**config.mk**
```make
export PLATFORM = sky130hd
export DESIGN_NAME = cv32e40p_alu_ft_reconfig
export DESIGN_NICKNAME = d
export VERILOG_FILES = /design/src/rtl/cv32e40p_alu_ft_reconfig.sv
export SDC_FILE = /design/constraint.sdc
export NUM_CORES = 1
export LEC_CHECK = 0
export BUFFER_PORTS_ARGS = -buffer_cell sky130_fd_sc_hd__buf_2
export CORE_AREA = 10 10 115 117
export CTS_CLUSTER_DIAMETER = 50
export CTS_CLUSTER_SIZE = 24
export DETAILED_ROUTE_END_ITERATION = 10
export DIE_AREA = 0 0 125 127
export PLACE_DENSITY = 0.78
export SYNTH_ARGS = -nofsm -noshare
export SYNTH_HDL_FRONTEND = slang
export SYNTH_SLANG_ARGS = --single-unit
export TNS_END_PERCENT = 50
```
**constraint.sdc**
```tcl
create_clock -name clock -period 3.5 [get_ports clock]
set_input_delay 1.05 -clock clock [delete_from_list [all_inputs] [get_ports clock]]
set_output_delay 1.05 -clock clock [all_outputs]
set_load 0.005 [all_outputs]
```
**src/rtl/cv32e40p_alu_ft_reconfig.sv**
```systemverilog
//==============================================================================
// Module   : cv32e40p_alu_ft_reconfig
// Brief    : Votes or compares three ALU replica results. Returns per-replica
//            mismatch/check strobes to the fault-counting FSMs, keeps a sticky
//            disabled-replica mask, and degrades TMR -> DMR -> SIMPLEX -> FAIL.
// Revision : 1.0 - initial release
//==============================================================================
`default_nettype none

module cv32e40p_alu_ft_reconfig #(
    parameter int WIDTH     = 32,
    parameter int RETRY_MAX = 2
) (
    input  logic             clock,
    input  logic             rst,
    input  logic             valid_i,
    input  logic [WIDTH-1:0] res_a_i,
    input  logic [WIDTH-1:0] res_b_i,
    input  logic [WIDTH-1:0] res_c_i,
    input  logic [2:0]       perm_fault_i,
    output logic [WIDTH-1:0] result_o,
    output logic             result_valid_o,
    output logic             retry_o,
    output logic [2:0]       err_replica_o,
    output logic [2:0]       fsm_enable_o,
    output logic [2:0]       replica_en_o,
    output logic [1:0]       mode_o,
    output logic             fatal_o
);

    typedef enum logic [1:0] {
        MODE_TMR     = 2'b00,
        MODE_DMR     = 2'b01,
        MODE_SIMPLEX = 2'b10,
        MODE_FAIL    = 2'b11
    } mode_t;

    localparam logic [3:0] RETRY_LIM = RETRY_MAX[3:0];

    mode_t            mode;
    logic [2:0]       mask;
    logic [2:0]       retry_cnt;

    mode_t            mode_nxt;
    logic [2:0]       mask_nxt;
    logic [2:0]       retry_cnt_nxt;
    logic [1:0]       en_cnt_nxt;
    logic [2:0]       enabled;
    logic [3:0]       cnt_inc;
    logic             exhausted;
    logic [WIDTH-1:0] dmr_x;
    logic [WIDTH-1:0] dmr_y;
    logic [WIDTH-1:0] simplex_res;
    logic [WIDTH-1:0] result_nxt;
    logic             result_valid_nxt;
    logic             retry_nxt;
    logic [2:0]       err_nxt;
    logic [2:0]       fsm_en_nxt;
    logic [2:0]       replica_en_nxt;

    // Evaluate the current op under the registered mode and compute next state.
    always_comb begin
        enabled          = ~mask;
        mask_nxt         = mask | perm_fault_i;
        en_cnt_nxt       = {1'b0, ~mask_nxt[0]} + {1'b0, ~mask_nxt[1]}
                         + {1'b0, ~mask_nxt[2]};
        cnt_inc          = {1'b0, retry_cnt} + 4'd1;
        exhausted        = 1'b0;
        retry_cnt_nxt    = retry_cnt;
        result_nxt       = result_o;
        result_valid_nxt = 1'b0;
        retry_nxt        = 1'b0;
        err_nxt          = 3'b000;
        fsm_en_nxt       = 3'b000;

        // The two surviving replicas in DMR, the last one in SIMPLEX.
        if (mask[0]) begin
            dmr_x = res_b_i;
            dmr_y = res_c_i;
        end else if (mask[1]) begin
            dmr_x = res_a_i;
            dmr_y = res_c_i;
        end else begin
            dmr_x = res_a_i;
            dmr_y = res_b_i;
        end
        if (!mask[0])      simplex_res = res_a_i;
        else if (!mask[1]) simplex_res = res_b_i;
        else               simplex_res = res_c_i;

        if (valid_i) begin
            case (mode)
                MODE_TMR: begin
                    fsm_en_nxt = 3'b111;
                    if (res_a_i == res_b_i) begin
                        result_nxt       = res_a_i;
                        result_valid_nxt = 1'b1;
                        err_nxt[2]       = (res_c_i != res_a_i);
                    end else if (res_a_i == res_c_i) begin
                        result_nxt       = res_a_i;
                        result_valid_nxt = 1'b1;
                        err_nxt[1]       = 1'b1;
                    end else if (res_b_i == res_c_i) begin
                        result_nxt       = res_b_i;
                        result_valid_nxt = 1'b1;
                        err_nxt[0]       = 1'b1;
                    end else begin
                        retry_nxt = 1'b1;
                        err_nxt   = 3'b111;
                    end
                end
                MODE_DMR: begin
                    fsm_en_nxt = enabled;
                    if (dmr_x == dmr_y) begin
                        result_nxt       = dmr_x;
                        result_valid_nxt = 1'b1;
                        retry_cnt_nxt    = 3'd0;
                    end else begin
                        err_nxt = enabled;
                        if (cnt_inc >= RETRY_LIM) begin
                            retry_cnt_nxt = RETRY_LIM[2:0];
                            exhausted     = 1'b1;
                        end else begin
                            retry_cnt_nxt = cnt_inc[2:0];
                            retry_nxt     = 1'b1;
                        end
                    end
                end
                MODE_SIMPLEX: begin
                    result_nxt       = simplex_res;
                    result_valid_nxt = 1'b1;
                end
                default: begin
                end
            endcase
        end

        // FAIL is absorbing; otherwise the mode follows the surviving count.
        if (mode == MODE_FAIL || exhausted || en_cnt_nxt == 2'd0) begin
            mode_nxt = MODE_FAIL;
        end else if (en_cnt_nxt == 2'd3) begin
            mode_nxt = MODE_TMR;
        end else if (en_cnt_nxt == 2'd2) begin
            mode_nxt = MODE_DMR;
        end else begin
            mode_nxt = MODE_SIMPLEX;
        end

        if (mode_nxt != mode) begin
            retry_cnt_nxt = 3'd0;
        end

        replica_en_nxt = (mode_nxt == MODE_FAIL) ? 3'b000 : ~mask_nxt;
    end

    // State and registered outputs; reset is synchronous.
    always_ff @(posedge clock) begin
        if (rst) begin
            mode           <= MODE_TMR;
            mask           <= 3'b000;
            retry_cnt      <= 3'd0;
            result_o       <= '0;
            result_valid_o <= 1'b0;
            retry_o        <= 1'b0;
            err_replica_o  <= 3'b000;
            fsm_enable_o   <= 3'b000;
            replica_en_o   <= 3'b111;
            mode_o         <= MODE_TMR;
            fatal_o        <= 1'b0;
        end else begin
            mode           <= mode_nxt;
            mask           <= mask_nxt;
            retry_cnt      <= retry_cnt_nxt;
            result_o       <= result_nxt;
            result_valid_o <= result_valid_nxt;
            retry_o        <= retry_nxt;
            err_replica_o  <= err_nxt;
            fsm_enable_o   <= fsm_en_nxt;
            replica_en_o   <= replica_en_nxt;
            mode_o         <= mode_nxt;
            fatal_o        <= (mode_nxt == MODE_FAIL);
        end
    end

endmodule

`default_nettype wire

```
Yosys cells after proc, flatten, opt, wreduce, memory -nomap -nowiden --
Index checks and enable logic that the tools add are counted.
Word-level totals: register bits 52, bits in latches 0, RAM bits 0, memory bits (read-only) 0, input port bits 102, output and inout port bits 46, word-level logic and storage cells 83, memories kept 0
Cells by class: add/subtract/negate cells 3, multipliers 0, div/mod/pow operators 0, magnitude comparators 1, equal/unequal tests 14, shifts and indexed selects 0, mux-type cells 39, bitwise gates (word level) 7, reductions and logical operators 9
Operators with widths (count):
- 32-bit two-way mux | 8
- 32-bit == test | 4
- 32-bit one-hot mux with 3 select lines | 1
- 32-bit != test | 1
- 1-bit two-way mux | 17
- 3-bit two-way mux | 4
- 3-bit one-hot mux with 2 select lines | 2
- 2-bit == test, second input constant | 5
- 2-bit two-way mux | 5
- 3-bit NOT | 2
- 3-bit by 1-bit adder with 4-bit output, second input constant | 1
- 4-bit by 2-bit greater-or-equal comparator with 1-bit output, second input constant | 1
- 2-bit zero test | 2
- 4-bit != test, second input constant | 1
- 1-bit NOT | 4
- 4-bit AND reduction | 1
- 2-bit OR reduction | 2
- 3-bit bitwise OR | 1
- 1-bit one-hot mux with 3 select lines | 1
- 3-bit nonzero test | 1
- 1-bit by 1-bit adder with 2-bit output | 1
- 2-bit by 1-bit adder with 2-bit output | 1
- 2-bit by 1-bit == test with 1-bit output, second input constant | 1
- 1-bit logical OR | 2
- other kinds (4) | 4

Depth between registers and ports, before layout --
Gate-level depths: netlist (run 1).
word-level depth 11, depth in mapped cells 13

Worst setup path after synthesis (run 1) --
No wires, ideal clock.
path type input to register, from input port res_b_i[16], to register result_o[0], data arrival time 3.650 ns, setup slack -0.235 ns, cell stages on the path 11, path through buf_4 -> or4_1 -> o2111ai_1 -> o22ai_1 -> or4_4 -> nor4_4 -> a21boi_2 -> or2_1 -> buf_6 -> buf_6 -> a211oi_1
On the way: cells in the longest elaborated chain, start to end 5, elaborated cells between the ends (all ways) 11
Ends and longest elaborated chain:
- from (decl) | line 18 | input logic [WIDTH-1:0] res_b_i,
- 32-bit two-way mux | line 80 | end else if (mask[1]) begin
- 32-bit two-way mux | line 77 | if (mask[0]) begin
- 32-bit == test | line 114 | if (dmr_x == dmr_y) begin
- 2-bit != test (no line)
- 4-bit AND reduction (no line)
- to (signal assigned) | line 174 | result_o <= result_nxt;
- to (decl) | line 21 | output logic [WIDTH-1:0] result_o,
Parallel ways exist; a longest one is shown, timed or not. A chain may end at the register's enable or synchronous reset.

Worst setup path after layout (run 1) --
from input port res_a_i[22], to register result_o[19]
On the way: cells in the longest elaborated chain, start to end 4, elaborated cells between the ends (all ways) 10
Ends and longest elaborated chain:
- from (decl) | line 17 | input logic [WIDTH-1:0] res_a_i,
- 32-bit == test or 32-bit two-way mux (tied branches) | line 99, 77
- 32-bit two-way mux or 32-bit == test (tied branches) | line 99, 114
- 32-bit two-way mux or 2-bit != test (tied branches)
- 32-bit one-hot mux with 3 select lines or 4-bit AND reduction (tied branches)
Parallel ways exist; a longest one is shown, timed or not.

==> results of run 1 <==
cells in the mapped netlist, types with 2 or more instances:
cell type                    n  area share
sky130_fd_sc_hd__xnor2_1    77        0.13
sky130_fd_sc_hd__nor2_1     50       0.035
sky130_fd_sc_hd__o2111ai_1  10       0.017
sky130_fd_sc_hd__o22ai_1     7      0.0083
sky130_fd_sc_hd__or2_2       2      0.0024
sky130_fd_sc_hd__xor2_1     10       0.017
sky130_fd_sc_hd__inv_1      50       0.035
sky130_fd_sc_hd__and2_1     13       0.015
sky130_fd_sc_hd__or3_1      11       0.013
sky130_fd_sc_hd__nand2_1    35       0.025
sky130_fd_sc_hd__a211oi_1   34       0.048
sky130_fd_sc_hd__o21ai_0    29       0.027
sky130_fd_sc_hd__nor3_1      5      0.0047
sky130_fd_sc_hd__or2_1       2      0.0024
sky130_fd_sc_hd__a31o_2      2      0.0033
sky130_fd_sc_hd__or3b_2      2      0.0033
sky130_fd_sc_hd__a2111oi_0  33       0.055
sky130_fd_sc_hd__a22oi_1    14       0.020
sky130_fd_sc_hd__or4_1       7      0.0099
sky130_fd_sc_hd__nor3b_1     4      0.0057
sky130_fd_sc_hd__or3b_1      5      0.0083
sky130_fd_sc_hd__ha_1        6       0.014
sky130_fd_sc_hd__buf_6       4      0.0085
sky130_fd_sc_hd__dfxtp_1    52        0.20
sky130_fd_sc_hd__nand3_1    19       0.018
sky130_fd_sc_hd__buf_4       3      0.0043
sky130_fd_sc_hd__nand4_1    31       0.037
sky130_fd_sc_hd__a221oi_1   13       0.022
sky130_fd_sc_hd__a22o_1     32       0.053
sky130_fd_sc_hd__buf_2      10      0.0095
sky130_fd_sc_hd__nand2b_1    2      0.0024
sky130_fd_sc_hd__nor4_1     18       0.021
sky130_fd_sc_hd__a21o_1     33       0.047
sky130_fd_sc_hd__a21oi_1    11       0.010
sky130_fd_sc_hd__clkbuf_1   52       0.037
registers in the layout (all words and copies together) (netlist names):
name	count
result_o	32
err_replica_o	3
fsm_enable_o	3
mask	3
replica_en_o	3
retry_cnt	3
mode	2
fatal_o	1
result_valid_o	1
retry_o	1
power by group through the flow:
stage                     Combinational, W  Clock (W)  Sequential, W
after floorplan                   0.000559          0       0.000706
after global placement             0.00101          0       0.000707
after detailed placement           0.00103          0       0.000709
after CTS                          0.00104   0.000556       0.000696
after global routing               0.00115   0.000576       0.000704
final                              0.00107   0.000551       0.000696
cell type report:
class	count	area, sq um
fillers	988	4060
multi-input cells	536	3810
repair buffers	267	1690
flip-flops and latches	52	1040
inverters	51	191
well taps	143	179
clock buffers	5	125
clock inverters	3	28.8
diodes	2	5.00
worst max path at each step:
stage | slack [ns] | end | cells after the start | start
4_1_cts | 0.07 | result_o[7] | 10 | res_b_i[18]
3_3_place_gp | -0.29 | result_o[31] | 10 | res_a_i[22]
6_report | -0.02 | result_o[19] | 10 | res_a_i[22]
2_1_floorplan | -0.06 | result_o[0] | 11 | res_b_i[11]
5_1_grt | -0.03 | result_o[19] | 10 | res_b_i[20]
3_5_place_dp | -0.35 | result_o[7] | 10 | res_b_i[18]
per-layer routing:
| metal | up-vias | global-route usage | share of wire |
|---|---|---|---|
| met2 | 403 | 0.402 | 0.44 |
| met1 | 3056 | 0.330 | 0.41 |
| met5 | - | 0 | 0.00061 |
| li1 | 3052 | - | - |
| met4 | 2 | 0.102 | 0.038 |
| met3 | 62 | 0.0591 | 0.11 |
cells by family (layout without fill, tap and decap cells):
| logic type | after synthesis | after routing | share of synthesized area |
|---|---|---|---|
| AND/OR/NAND/NOR | 215 | 215 | 0.220 |
| multiplexers | 1 | 1 | 0.00189 |
| flip-flops | 52 | 52 | 0.197 |
| adder cells (fa/ha/maj) | 7 | 7 | 0.0180 |
| XOR/XNOR | 87 | 87 | 0.144 |
| other | 0 | 2 | 0 |
| AO/OA/AOI/OAI | 226 | 226 | 0.323 |
| buffers and inverters | 121 | 326 | 0.0960 |
metrics by stage:
step	instance area, sq um	util
finish	7060	0.635
global route	7060	0.635
CTS	7040	0.633
detailed placement	6880	0.619
global placement	6880	0.619
floorplan	5340	-
worst register-to-register path, delay by kind of cell (launching register included):
kind	cells	cell delay (ns)
buffers and inverters	4	0.92
AND/OR/NAND/NOR	3	0.79
AO/OA/AOI/OAI	5	1.11
flip-flops	1	0.47
what timing repair did:
action | in CTS | in global routing
setup buffers | 0 | 0
setup endpoints to repair | 3 | 11
resized for setup | 3 | 11
pin swaps | 0 | 0
==> results.md, run 1 <==
* Cell variety after synth at 56
* Crit path max fanout at 6
* Wirelength per Cell at 20.1 um
* Classification of the worst-slack hold path: reg2reg
* Clock slew seen by the registers of the worst setup and hold paths at about 0.080 ns
* Post-synthesis instance area at approximately 0.0053 sq mm
* HPWL reported at the end of detailed placement at 16,600 um
* Design Power at around 0.0023 W
* Via total after detailed routing at 6,575
* Total count of hold-check failures in the final report at 0
* Port Buffers at 147
* Antenna-violating nets left at 0
* Cells along the critical path: buf_2, or4_1, o2111ai_1, o22ai_1, or4_4, nor4_4, a21boi_2, a2111oi_1, buf_4, a211oi_1
* Clock tree from TritonCTS: done
* Achievable Freq at 0.284 GHz
* Clock Root Buffer: sky130_fd_sc_hd__clkbuf_16
* Number of antenna violations at the first check in global routing at 3
* Detailed-route vias per instance at 6.21
* Hold Buf Count CTS at 0
* Cell family contributing the most delay on the critical path: simple AND/OR/NAND/NOR gates
* Worst hold path cell count at 2
* Maximum number of pins on one net before global-route repair at 33
* Number of enable-type register cells in the synthesized netlist at 0
* Number of setup violations in the final report at 1
* Share of the clock period used by the worst path at 1.01
* Initial Util at 0.475
* Share of post-route cells with drive strength above 1 at 0.324
* MaxCap Viol Count at 0
* Final critical path time including I/O delays and setup at 3.52 ns
* DRT Wirelength at between 20,000 and 25,000 um
* Share of total power in combinational logic at 0.462
* Gpl congestion at 1.01
* Post-synthesis sequential element count at 52
* Warnings from Yosys at 0
* Instance count of the mapped netlist at 709
* Average cell area after synthesis at ~7.5 sq um
* Worst-Margin Slew at 0.628 ns
* Buf/Inv on CP at 2
* Sequential fraction of the synthesis area at 0.197
* Global-route congestion overflow total at 0
* Run status: finished with violations
* Worst-case register-to-register setup slack at 0.09 ns
* Minimum setup slack after placement at -0.347 ns
* Number of global-route vias before repair at ~6.4k
* Fin nets at 1,022
* Worst Reg2Reg Path Length in Cells at 12
* Die X-Extent at 125 um
* Final cell count without fillers at 1,059
* Setup TNS after final layout at -0.0185 ns
* Delay contributed by the slowest stage of the critical path at 0.59 ns
* Setup repair after global routing missed its margin: true
* Slowest cell on the critical path: sky130_fd_sc_hd__a2111oi_1
* Number of buffers on the longest clock path at 2
* Worst setup EP type: flop
* Top library cells by usage in the layout, fill and taps aside: sky130_fd_sc_hd__buf_2, sky130_fd_sc_hd__buf_4, sky130_fd_sc_hd__xnor2_1, sky130_fd_sc_hd__dfxtp_1, sky130_fd_sc_hd__inv_1
* Worst Hold Launch: result_o[19]
* Peak VDD IR at 0.223 mV
* Destination of the worst hold path: result_o[19]
* Number of placement rows at 39
* CTS H-tree lvls at 2
* Core Footprint at 0.0111 sq mm
* Share of total power consumed by net switching at 0.392
* Worst setup SP type: input port
* Die footprint at 0.0159 sq mm
* Number of top-level pins at 148
* Worst skew pair latency at 0.31 ns
* Clock power share at 0.238
* Static power due to leakage at just over 3 nW
* Proportion of register bits with asynchronous set or reset after synthesis at 0
* Number of buffers added by the clock tree synthesis step at 5
* Starting DRT DRC Count at roughly 830
* FF-to-FF Start: mask[0]
* Power density over the cells at 328 mW/mm^2
* Max_slew headroom at 0.581
* Worst hold slack after final layout at 0.458 ns
* Leading register cell type out of synthesis: sky130_fd_sc_hd__dfxtp_1
* Total track usage at 0.255
* Total count of max-transition violations in the final report at 0
* Placed cells at 1,049
* Share of power burned in registers at 0.300
* Fin Clk Skew at 0.00709 ns
* Area growth syn-to-layout at 33.5%
* Destination of the worst register-to-register timing path: result_o[19]
* Drt first pass iters at 6
* Psw at between 0.0009 and 0.001 W
* Die H at 127 um
* Clock Sink Count at 52
* WP data required at 3.68 ns
* Violated checks: negative setup slack
* Wire length of the first global-routing pass at 33,900 um
* Number of design rule violations left after detail routing at 0
* Type of the worst setup path: in2reg
* Data arrival at the endpoint of the critical path at ~3.7 ns
* Most common cell after layout, fill and taps aside: sky130_fd_sc_hd__buf_2
* Worst setup slack after layout at -0.0185 ns
* Design internal power at 0.00141 W
* Post-synthesis net count at 818
Note: power is estimated with default switching activity, not from simulation.
==> run 2: changes to the inputs <==
--- a/config.mk
+++ b/config.mk
@@ -6,12 +6,13 @@
 export NUM_CORES = 1
 export LEC_CHECK = 0
 export BUFFER_PORTS_ARGS = -buffer_cell sky130_fd_sc_hd__buf_2
-export CORE_AREA = 10 10 115 117
+export CORE_AREA = 5 5 110 112
 export CTS_CLUSTER_DIAMETER = 50
 export CTS_CLUSTER_SIZE = 24
 export DETAILED_ROUTE_END_ITERATION = 10
-export DIE_AREA = 0 0 125 127
+export DIE_AREA = 0 0 115 117
 export PLACE_DENSITY = 0.78
+export SKIP_CTS_REPAIR_TIMING = 1
 export SYNTH_ARGS = -nofsm -noshare
 export SYNTH_HDL_FRONTEND = slang
 export SYNTH_SLANG_ARGS = --single-unit
==> run 2 against run 1 <==
  * The flow still finishes with violations (negative setup slack)
  * First-iteration DRC count is 18% higher
  * Critical path depth is 2 higher
  * Combinational power grew 21%
  * Critical path type unchanged
  * Count of clock-buffer cells in the layout unchanged
  * Final cell count grew 2.6%
==> results.md, run 2 (same netlist as run 1, synthesis figures left out) <==
* Worst hold slack after final layout at 0.452 ns
* Number of antenna violations at the first check in global routing at 0
* CTS H-tree lvls at 2
* Worst-Margin Slew at 0.791 ns
* Worst setup SP type: input port
* Clock slew seen by the registers of the worst setup and hold paths at around 0.08 ns
* Gpl congestion at 1.07
* Violated checks: negative setup slack
* Share of total power consumed by net switching at 0.396
* Via total after detailed routing at between 6k and 7k
* Global-route congestion overflow total at 0
* Number of setup violations in the final report at 32
* Count of antenna diodes in the layout at 0
* MaxCap Viol Count at 0
* DRT Wirelength at 22,400 um
* Top register by number of flip-flops: result_o
* Clock tree from TritonCTS: done
* Type of the worst setup path: in2reg
* Total count of hold-check failures in the final report at 0
* Starting DRT DRC Count at around 980
* Detailed-route vias per instance at 6.32
* Antenna-violating nets left at 0
* Die footprint at 0.0135 sq mm
* Wire length of the first global-routing pass at 32,100 um
* Static power due to leakage at 3.35 nW
* Clock Root Buffer: sky130_fd_sc_hd__clkbuf_16
* Port Buffers at between 100 and 150
* Area post-placement at 0.00704 sq mm
* Crit path max fanout at 8
* Design internal power at 0.00151 W
* Final critical path time including I/O delays and setup at 3.63 ns
* Total track usage at 0.301
* Number of design rule violations left after detail routing at 0
* Wirelength per Cell at 20.6 um
* Worst skew pair latency at 0.30 ns
* Clock Sink Count at 52
* Share of post-route cells with drive strength above 1 at 0.409
* Number of buffers on the longest clock path at 2
* Flip-flop count of the largest register, all copies and words added at 32
* Top library cells by usage in the layout, fill and taps aside: sky130_fd_sc_hd__buf_2, sky130_fd_sc_hd__buf_4, sky130_fd_sc_hd__xnor2_1, sky130_fd_sc_hd__dfxtp_1, sky130_fd_sc_hd__inv_1
* Core Footprint at 0.0111 sq mm
* Cell area after layout at 0.00775 sq mm
* Achievable Freq at about 0.28 GHz
* Number of placement rows at 39
* Die H at 117 um
* Worst setup path endpoint: result_o[29]
* Drt first pass iters at 5
* Setup repair after global routing missed its margin: true
* Startpoint of the worst setup timing path: res_b_i[20]
* Share of the clock period used by the worst path at 1.04
* Worst hold path cell count at 2
* FF-to-FF Start: mask[0]
* Number of top-level pins at between 100 and 150
* Die X-Extent at 115 um
* Share of total power in combinational logic at 0.516
* Clock power share at 0.204
* Psw at 0.000987 W
* Run status: finished with violations
* Worst setup EP type: flop
* Most common cell after layout, fill and taps aside: sky130_fd_sc_hd__buf_2
* Classification of the worst-slack hold path: reg2reg
* Fin Clk Skew at just under 0.01 ns
* Number of buffers added by the clock tree synthesis step at 5
* Destination of the worst register-to-register timing path: result_o[29]
* Share of power burned in registers at 0.280
* Max_slew headroom at 0.472
* Number of global-route vias before repair at between 6k and 7k
* Worst-case register-to-register setup slack at approximately 0.1 ns
* Data arrival at the endpoint of the critical path at 3.79 ns
* Initial Util at 0.475
* HPWL reported at the end of detailed placement at 16,100 um
* Maximum number of pins on one net before global-route repair at 41
* WP data required at 3.66 ns
* Total count of max-transition violations in the final report at 0
* Worst setup slack after layout at -0.125 ns
* Peak VDD IR at 0.249 mV
* Power density over the cells at about 320 mW/mm^2
* Fin nets at roughly 1.1k
* Area growth syn-to-layout at 46.6%
* Worst Reg2Reg Path Length in Cells at 11
==> run 2: cell count changes in the layout (fill, tap and decap cells not counted), sizes merged <==
cell      previous run  this run
buf                267       295
clkbuf               5         7
diode                2         0
inv                 54        52
clkinv               0         1
clkinvlp             0         1
==> run 2: area by class of cell <==
| cell class | count | area (sq um) |
|---|---|---|
| timing repair buffer | 297 | 2010 |
| tap | 143 | 179 |
| sequential | 52 | 1040 |
| fill | 893 | 3370 |
| clock inverter | 3 | 21.3 |
| inverter | 51 | 191 |
| multi-input combinational | 536 | 4180 |
| clock buffer | 5 | 125 |
==> run 2: metrics by stage <==
stage | utilization | TNS [ns] | setup WS (ns) | cells | total power [W]
2_1_floorplan | - | -1.61 | -0.0556 | 709 | 0.00127
3_3_place_gp | 0.632 | -17.47 | -0.734 | 1066 | 0.00177
3_5_place_dp | 0.632 | -19.81 | -0.755 | 1066 | 0.00178
4_1_cts | 0.646 | -8.72 | -0.439 | 1074 | 0.00229
5_1_grt | 0.697 | -4.36 | -0.225 | 1087 | 0.00261
6_report | 0.697 | -2.25 | -0.125 | 1087 | 0.00249
==> run 2: critical path, cell delays in order <==
cell and delay (ns):
sky130_fd_sc_hd__buf_2 0.12, sky130_fd_sc_hd__buf_6 0.12, sky130_fd_sc_hd__or4_4 0.53, sky130_fd_sc_hd__o2111ai_2 0.09, sky130_fd_sc_hd__o22ai_2 0.11, sky130_fd_sc_hd__or4_4 0.51, sky130_fd_sc_hd__nor4_4 0.29, sky130_fd_sc_hd__a21boi_2 0.14
sky130_fd_sc_hd__buf_6 0.16, sky130_fd_sc_hd__buf_4 0.19, sky130_fd_sc_hd__a2111oi_2 0.38, sky130_fd_sc_hd__a211oi_2 0.09
==> run 2: power by group through the flow <==
| stage | Clock, W | Sequential, W | Combinational, W |
|---|---|---|---|
| 6_report | 0.000508 | 0.000699 | 0.00129 |
| 5_1_grt | 0.000542 | 0.000706 | 0.00136 |
| 4_1_cts | 0.000517 | 0.000697 | 0.00107 |
| 3_5_place_dp | 0 | 0.000709 | 0.00107 |
| 3_3_place_gp | 0 | 0.000709 | 0.00106 |
| 2_1_floorplan | 0 | 0.000706 | 0.000559 |
==> run 2: per-layer routing <==
| layer | vias up | global-route usage | part of all wire | wire length, um |
|---|---|---|---|---|
| met5 | - | 0 | 0 | 0 |
| met4 | 0 | 0.115 | 0.048 | 1080 |
| met3 | 94 | 0.0566 | 0.11 | 2370 |
| met2 | 454 | 0.474 | 0.45 | 10200 |
| met1 | 3219 | 0.408 | 0.39 | 8740 |
| li1 | 3106 | - | - | - |
==> run 2: worst min path at each step <==
stage	startpoint	endpoint	slack, ns
5_1_grt	result_o[21]	result_o[21]	0.48
3_3_place_gp	retry_cnt[2]	retry_cnt[2]	0.44
4_1_cts	retry_cnt[2]	retry_cnt[2]	0.45
6_report	retry_cnt[2]	retry_cnt[2]	0.45
2_1_floorplan	retry_cnt[2]	retry_cnt[2]	0.42
3_5_place_dp	result_o[22]	result_o[22]	0.43
==> run 3: changes to the inputs <==
--- a/config.mk
+++ b/config.mk
@@ -5,13 +5,12 @@
 export SDC_FILE = /design/constraint.sdc
 export NUM_CORES = 1
 export LEC_CHECK = 0
-export BUFFER_PORTS_ARGS = -buffer_cell sky130_fd_sc_hd__buf_2
-export CORE_AREA = 5 5 110 112
+export CORE_AREA = 5 5 122 124
 export CTS_CLUSTER_DIAMETER = 50
 export CTS_CLUSTER_SIZE = 24
 export DETAILED_ROUTE_END_ITERATION = 10
-export DIE_AREA = 0 0 115 117
-export PLACE_DENSITY = 0.78
+export DIE_AREA = 0 0 127 129
+export DONT_BUFFER_PORTS = 1
 export SKIP_CTS_REPAIR_TIMING = 1
 export SYNTH_ARGS = -nofsm -noshare
 export SYNTH_HDL_FRONTEND = slang
==> run 3 against run 2 <==
  * Sequential cell count did not move
  * Die area rose by 22%
  * Clock skew fell by 0.0022 ns
  * The run still ends with negative setup slack left
  * Hold slack got worse by 0.0042 ns
==> results.md, run 3 (same netlist as run 1, synthesis figures left out) <==
* Run status: finished with violations
* Violated checks: negative setup slack
* Fin Clk Skew at ~0.0075 ns
* Fin nets at 798
* Worst setup SP type: input port
* Minimum setup slack after placement at -0.819 ns
* DRT Wirelength at roughly 21,000 um
* Crit path max fanout at 13
* Worst Hold Launch: retry_cnt[2]
* WP data required at 3.71 ns
* Area post-placement at 0.00562 sq mm
* Number of buffers added by the clock tree synthesis step at 5
* Clock Sink Count at 52
* Clock slew seen by the registers of the worst setup and hold paths at 0.07 ns
* Worst hold path cell count at 2
* Max_slew headroom at 0.562
* Total track usage at 0.243
* MaxCap Viol Count at 0
* Cell area after layout at 0.00605 sq mm
* Count of antenna diodes in the layout at 0
* Met2 wire length at 9830 um
* Drt first pass iters at 6
* Share of total power consumed by net switching at 0.372
* Metal-1 WL at 8940 um
* Number of placement rows at 43
* Gpl congestion at roughly 0.97
* Worst setup EP type: flop
* Die H at 129 um
* Number of top-level pins at 148
* Starting DRT DRC Count at 484
* Data arrival at the endpoint of the critical path at 3.73 ns
* CTS H-tree lvls at 2
* Worst-Margin Slew at 0.656 ns
* Share of the clock period used by the worst path at 1.01
* Startpoint of the worst setup timing path: res_a_i[18]
* Most common cell after layout, fill and taps aside: sky130_fd_sc_hd__xnor2_1
* Antenna-violating nets left at 0
* Port Buffers at 0
* Top register by number of flip-flops: result_o
* Worst skew pair latency at 0.30 ns
* Detailed-routed wire length on met3 at roughly 2000 um
* Flip-flop count of the largest register, all copies and words added at 32
* Share of post-route cells with drive strength above 1 at 0.146
* Clock power share at 0.247
* Total count of max-transition violations in the final report at 0
* Classification of the worst-slack hold path: reg2reg
* HPWL reported at the end of detailed placement at about 16,000 um
* Die footprint at 0.0164 sq mm
* Number of buffers on the longest clock path at 2
* Worst Reg2Reg Path Length in Cells at 11
* Setup repair after global routing missed its margin: true
* Clock Root Buffer: sky130_fd_sc_hd__clkbuf_16
* Number of design rule violations left after detail routing at 0
* Initial Util at 0.387
* FF-to-FF Start: mask[0]
* Wirelength per Cell at around 24 um
* Type of the worst setup path: in2reg
* Wire length of the first global-routing pass at 31,400 um
* Psw at 0.000781 W
* Share of power burned in registers at 0.341
* Clock tree from TritonCTS: done
* Peak VDD IR at between 0.15 and 0.2 mV
* Area growth syn-to-layout at 14.4%
* Static power due to leakage at 2.17 nW
* Top library cells by usage in the layout, fill and taps aside: sky130_fd_sc_hd__xnor2_1, sky130_fd_sc_hd__inv_1, sky130_fd_sc_hd__dfxtp_1, sky130_fd_sc_hd__nor2_1, sky130_fd_sc_hd__nand2_1
* Highest metal layer with signal wires: met4
* Total count of hold-check failures in the final report at 0
* Core Footprint at 0.0137 sq mm
* Area taken by multi-input logic gates at 0.00401 sq mm
* Detailed-route vias per instance at 6.44
* Number of setup violations in the final report at 7
* Via total after detailed routing at 5,602
* Final critical path time including I/O delays and setup at ~3.5 ns
* Design Power at 0.00210 W
* Power density over the cells at 347 mW/mm^2
* Share of total power in combinational logic at 0.412
* Achievable Freq at 0.284 GHz
* Die X-Extent at between 100 and 150 um
* Sequential cell area at 0.00104 sq mm
* Number of global-route vias before repair at 5,236
* Design internal power at around 0.0013 W
* Worst setup slack after layout at -0.0183 ns
* Worst-case register-to-register setup slack at roughly 0.060 ns
* Maximum number of pins on one net before global-route repair at 46
* Number of antenna violations at the first check in global routing at 0
* Global-route congestion overflow total at 0
* Number of fillers in the final layout at 1,386
[run 3: changes by cell type in the layout (fill, tap and decap cells not counted), sizes merged]
| cell | previous run | this run |
|---|---|---|
| buf | 295 | 42 |
| clkinvlp | 1 | 0 |
| clkbuf | 7 | 6 |
| clkinv | 1 | 2 |
[run 3: layout make-up]
type                            count  share of cell area
Clock inverter                      3             0.00372
Tap cell                          180              0.0372
Multi-Input combinational cell    536               0.662
Inverter                           51              0.0316
Clock buffer                        5              0.0207
Sequential cell                    52               0.172
Timing Repair Buffer               43              0.0720
[run 3: worst paths after layout]
kind | end
max | result_o[17]
min | retry_cnt[2]
max reg2reg | result_o[17]
min reg2reg | retry_cnt[2]
[run 3: routing by layer]
metal / GRT usage / vias to the layer above
met5: 0 / -
met4: 0.0536 / 0
met3: 0.0677 / 29
met2: 0.402 / 238
met1: 0.318 / 2731
li1: - / 2604
[run 3: worst max-delay path, cell delays in order]
cell,delay (ns)
sky130_fd_sc_hd__or4_4,0.53
sky130_fd_sc_hd__o2111ai_4,0.10
sky130_fd_sc_hd__o22ai_2,0.10
sky130_fd_sc_hd__or4_4,0.58
sky130_fd_sc_hd__nor4_4,0.34
sky130_fd_sc_hd__a21boi_4,0.14
sky130_fd_sc_hd__buf_12,0.18
sky130_fd_sc_hd__or2_4,0.29
sky130_fd_sc_hd__buf_12,0.17
sky130_fd_sc_hd__a211oi_1,0.24
[run 3: metrics by stage]
step	std cells	hold WS, ns	util	setup TNS, ns
after global routing	870	0.477	0.443	-1.43
after detailed placement	857	0.436	0.411	-12.59
after global placement	857	0.435	0.411	-12.51
final	870	0.448	0.443	-0.0666
after CTS	865	0.448	0.422	-2.41
after floorplan	709	0.424	-	-1.61
[run 3: power by group through the flow]
stage / registers, W / logic [W] / clock network, W
2_1_floorplan: 0.000706 / 0.000559 / 0
3_3_place_gp: 0.000732 / 0.000760 / 0
3_5_place_dp: 0.000732 / 0.000768 / 0
4_1_cts: 0.000719 / 0.000772 / 0.000533
5_1_grt: 0.000727 / 0.000935 / 0.000559
6_report: 0.000717 / 0.000866 / 0.000518
